## config.mk

```make
export PLATFORM = sky130hd
export DESIGN_NAME = prescaled_timer
export DESIGN_NICKNAME = d
export VERILOG_FILES = /design/src/rtl/prescaled_timer.sv
export SDC_FILE = /design/constraint.sdc
export NUM_CORES = 1
export LEC_CHECK = 0
export CAP_MARGIN = 20
export CORE_AREA = 2 2 59 72
export DETAILED_ROUTE_END_ITERATION = 8
export DIE_AREA = 0 0 61 74
export PLACE_DENSITY = 0.73
export SLEW_MARGIN = 5
export SYNTH_ARGS = -nofsm -noshare
export SYNTH_HDL_FRONTEND = slang
export SYNTH_SLANG_ARGS = --single-unit
export TNS_END_PERCENT = 20
```

## constraint.sdc

```tcl
create_clock -name clk -period 4.1 [get_ports clk]
set_input_delay 0.82 -clock clk [delete_from_list [all_inputs] [get_ports clk]]
set_output_delay 0.82 -clock clk [all_outputs]
set_load 0.05 [all_outputs]
```

## src/rtl/prescaled_timer.sv

```systemverilog
// Prescaled up-counter timer with one-shot/periodic modes, start/stop control
// and a registered expiry pulse on each terminal-count wrap or finish.
module prescaled_timer #(
    parameter int WIDTH      = 8,
    parameter int PRESCALE_W = 4
) (
    input  logic                  clk,
    input  logic                  rst,
    input  logic                  en,
    input  logic                  start,
    input  logic                  stop,
    input  logic                  mode,
    input  logic [PRESCALE_W-1:0] prescale,
    input  logic [WIDTH-1:0]      period,
    output logic [WIDTH-1:0]      count,
    output logic                  running,
    output logic                  done,
    output logic                  expired
);

    typedef enum logic [1:0] {
        IDLE = 2'd0,
        RUN  = 2'd1,
        DONE = 2'd2
    } state_t;

    state_t                state;
    state_t                state_next;
    logic [PRESCALE_W-1:0] pcnt;
    logic [PRESCALE_W-1:0] prescale_lat;
    logic [WIDTH-1:0]      period_lat;
    logic                  mode_lat;
    logic                  tick;
    logic                  terminal;

    always_ff @(posedge clk or negedge rst) begin
        if (!rst) begin
            state <= IDLE;
        end else begin
            state <= state_next;
        end
    end

    always_comb begin
        tick       = 1'b0;
        terminal   = 1'b0;
        state_next = state;
        if (state == RUN && en && pcnt == prescale_lat) begin
            tick = 1'b1;
        end
        if (tick && count == period_lat) begin
            terminal = 1'b1;
        end
        // stop outranks start when both arrive together
        if (stop) begin
            state_next = IDLE;
        end else if (start) begin
            state_next = RUN;
        end else if (terminal && !mode_lat) begin
            state_next = DONE;
        end
    end

    always_ff @(posedge clk or negedge rst) begin
        if (!rst) begin
            count        <= '0;
            pcnt         <= '0;
            prescale_lat <= '0;
            period_lat   <= '0;
            mode_lat     <= 1'b0;
            expired      <= 1'b0;
        end else begin
            expired <= 1'b0;
            if (stop) begin
                // count and prescaler hold their values
            end else if (start) begin
                count        <= '0;
                pcnt         <= '0;
                prescale_lat <= prescale;
                period_lat   <= period;
                mode_lat     <= mode;
            end else if (state == RUN && en) begin
                pcnt <= tick ? '0 : pcnt + 1'b1;
                if (tick) begin
                    if (count != period_lat) begin
                        count <= count + 1'b1;
                    end else begin
                        // one-shot leaves count parked at the terminal value
                        expired <= 1'b1;
                        if (mode_lat) begin
                            count <= '0;
                        end
                    end
                end
            end
        end
    end

    assign running = (state == RUN);
    assign done    = (state == DONE);

endmodule
```

==> out/results.txt <==
The run finished with clean final reports. STA classifies the critical path endpoint as an output pin. The setup path with the least slack is of type flip-flop to output pin. After legalization and detailed placement, the total HPWL measured 2200 um.

The worst min-delay path startpoint was period_lat[0]. Clock latency on the worst-skew pair, taken at its later pin, is 0.27 ns. In the final layout, flip-flops and latches occupy 701 um^2. For the total global routing overflow, the log shows 0. Gate count after technology mapping: 131. Setup repair after global routing left no endpoint under its margin.

The highest achievable clock rate was 403 MHz. sky130_fd_sc_hd__dfrtp_1 is the most common cell in the netlist. The via count is 1113. TritonCTS built the clock tree. For the number of DRC markers after the initial detailed-route iteration, the log shows 18. Summed over all layers, the routed wires come to 2900 um. The share of synthesized registers carrying an async set or reset works out to 1.00.

Across the run, the number of max-cap violations was 0. The final layout net count is 182. In this run the horizontal extent of the chip is 61 um. The effective utilization at floorplan was 0.381. In this run the critical register-to-register path is launched from count[0].

STA classifies the critical path startpoint as a flip-flop. The switching share of power is 0.270. The share of synthesized cell area in and, or, nand and nor gates is 0.213. The synthesized design spends more area on one cell type than any other, namely sky130_fd_sc_hd__dfrtp_1. The number of setup buffers added after CTS is 0. The maximum clock insertion buffer count is 2, and the number of cells traversed by the worst register-to-register path is 5. In this run the clock root is driven by a sky130_fd_sc_hd__clkbuf_8. The portion of netlist area occupied by mux cells was 0.114.

H-tree level count: 1. Summing all multi-input logic gate instances after layout gives 732 um^2. For the placer congestion estimate, the log shows 0.757. The logs give 151 for the net count after synthesis and 0.144 for the total routing usage reported by global routing.

The global-route wire length before repair is 4960 um, and the standby leakage power is 0.822 nW. After detailed routing, the average wire length per cell comes to 13.5 um. The tools report the final-report hold violation count as 0. For this run, the number of Yosys warnings is 0. For the finished layout, the period the worst path requires is 2.48 ns. The commonest cells after synthesis are sky130_fd_sc_hd__dfrtp_1, sky130_fd_sc_hd__mux2_2, sky130_fd_sc_hd__nand2_1. The number of max-slew violations in the final report was 0; the maximum vdd ir drop was 149 uV. After clock tree synthesis, the clock-pin slew on the worst setup and hold paths is 0.09 ns. In this run the power spent charging and discharging nets is 166 uW. The worst hold path cell count works out to 1.

The part of the total power dissipated in sequential elements came out at 0.531. The tools report the number of I/O pins as 29. The most used flip-flop cell after synthesis is sky130_fd_sc_hd__dfrtp_1.

The kind of path behind the tightest hold check was flip-flop to flip-flop. The sum of negative setup slack was 0 ns. Number of antenna violations at the first check in global routing: 0. The number of clock buffers added by TritonCTS is 3. Setup violations remaining at the end of the flow were counted as 0. Area fraction of the dominant cell type after synthesis: 0.478. The maximum fanout encountered on the critical timing path works out to 4. By area the synthesized netlist is led by sky130_fd_sc_hd__dfrtp_1, sky130_fd_sc_hd__mux2_2, sky130_fd_sc_hd__xor2_1. From bottom edge to top edge, the die measures 74 um.

The transition at the pin with the smallest max-transition slack was 0.497 ns; the number of port buffers was 28. The run gives 615 uW as the final total power. After clock tree synthesis, the flow added hold-fix buffers numbering 0. Clock skew on the completed layout was measured at 0.00333 ns.

For the number of remaining DRC errors, the log shows 0. The tools report the source of the critical timing path as state[0]. In this run the power density over the cells is 331 nW/um^2. The number of global-route vias before repair is 1154, and the sink count of the clock tree is 28.

In this run the remaining antenna-violating nets after routing total 0. The synthesized-area fraction occupied by ao, oa, aoi and oai cells is 0.0828, and the first-pass iteration count of the detailed router is 4. The xor-xnor portion of the synthesized cell area is 0.0717.

The run gives 0.667 as the tightest slew margin relative to the limit. The run gives 1470 um^2 as the total standard cell area after synthesis. The combinational share of power is 0.196.

By area, the combinational part of the netlist is dominated by simple AND/OR/NAND/NOR gates. The run gives 0 as the number of cells upsized or downsized after cts. The fraction of layout instances using a drive strength above 1 works out to 0.180.

Counting flops and latches in the post-synthesis netlist gives 28. The adder-cell area share of the yosys netlist was 0.0171. The largest net degree at the start of global routing was 29; the area of the core region was 3850 um^2.

The clock network fraction of total power is 0.273, and the number of flops mapped to enable cells by yosys is 0. The number of antenna diodes in the final layout is 0. Portion of the clock cycle consumed by the worst path in the final layout: 0.605.

Worst hold margin: 0.536 ns. Using the TritonRoute via totals, the vias-per-cell ratio works out to 5.18. The tools report the proportion of synthesized chip area in sequential cells as 0.478.

After filler insertion, the fill cell instance count of the layout stands at 344. Data on the critical path is required at its endpoint by 3.28 ns. The area growth from synthesis to layout came out at 26.7%. The number of unique standard cell types used by synthesis came out at 36. For the cell-internal power, the log shows 449 uW. The number of rows in the core area was 25; the mean cell area of the mapped netlist was 11.2 um^2.

Arrival time of the worst setup path: 1.66 ns. The area of the die is 4510 um^2.
==> per-stage QoR <==
step                      std cells  area (um^2)  utilization  worst slack (ns)
after global placement          211         1800        0.469              1.56
after global routing            215         1860        0.483              1.55
after detailed placement        211         1800        0.469              1.52
final                           215         1860        0.483              1.62
after floorplan                 131         1470            -              2.06
after CTS                       215         1860        0.483              1.61
==> registers in the layout, summed over array words and instances, names as in the netlist <==
register      count
period_lat        8
prescale_lat      4
state             2
expired           1
mode_lat          1
pcnt              4
count             8
==> per-layer routing <==
layer / up-vias / share of wire / global-route usage
met1: 556 / 0.42 / 0.180
li1: 525 / - / -
met3: 5 / 0.034 / 0.0243
met2: 27 / 0.54 / 0.249
met4: 0 / 0.012 / 0.0507
met5: - / 0 / 0
==> worst paths after layout <==
kind	endpoint	slack (ns)
setup reg to reg	count[3]	2.23
hold / removal	period_lat[0]	0.54
min in group asynchronous	count[1]	0.91
setup / recovery	done	1.62
max in group asynchronous	prescale_lat[2]	2.93
hold reg to reg	period_lat[0]	0.54
==> cell families (layout without fill, tap and decap cells) <==
| family | count (synthesis) | in the layout |
|---|---|---|
| DFF | 28 | 28 |
| AOI/OAI and AO/OA | 16 | 16 |
| adders and majority gates | 2 | 2 |
| and+or+nand+nor | 52 | 52 |
| buffers and inverters | 6 | 36 |
| xor gates and xnor gates | 12 | 12 |
| muxes | 15 | 15 |
==> critical path, stage by stage, from the launching register on <==
cell and delay [ns]:
sky130_fd_sc_hd__dfrtp_1 0.41, sky130_fd_sc_hd__and2b_1 0.19, sky130_fd_sc_hd__clkdlybuf4s50_1 0.79
==> power by group through the flow <==
stage | clock network, mW | logic [mW] | registers (mW)
2_1_floorplan | 0 | 0.0665 | 0.340
3_3_place_gp | 0 | 0.118 | 0.331
4_1_cts | 0.173 | 0.122 | 0.327
5_1_grt | 0.183 | 0.132 | 0.331
3_5_place_dp | 0 | 0.122 | 0.332
6_report | 0.168 | 0.120 | 0.327
==> placed cells by master (no fill, tap or decap), drive strengths merged <==
cell type	netlist	routed
a21oi	2	2
clkbuf	0	4
inv	2	2
a221o	6	6
dfrtp	28	28
nand3	5	5
nor2b	1	1
or2	2	2
o21a	2	2
nor3	2	2
nand4	2	2
ha	2	2
nor2	8	8
mux2	14	14
nor3b	1	1
buf	4	2
o21ai	4	4
nor4b	1	1
nor4	3	3
xor2	10	10
and3b	2	2
and2b	3	3
o21bai	1	1
mux2i	1	1
clkdlybuf4s50	0	28
and3	6	6
nand2	13	13
and2	3	3
xnor2	2	2
a41oi	1	1
==> final cells by class <==
cell class | count | share of cell area
Multi-Input combinational cell | 97 | 0.394
Sequential cell | 28 | 0.377
Timing Repair Buffer | 30 | 0.159
Tap cell | 54 | 0.0364
Clock buffer | 4 | 0.0296
Inverter | 2 | 0.00404
(Power assumes the default switching activity.)
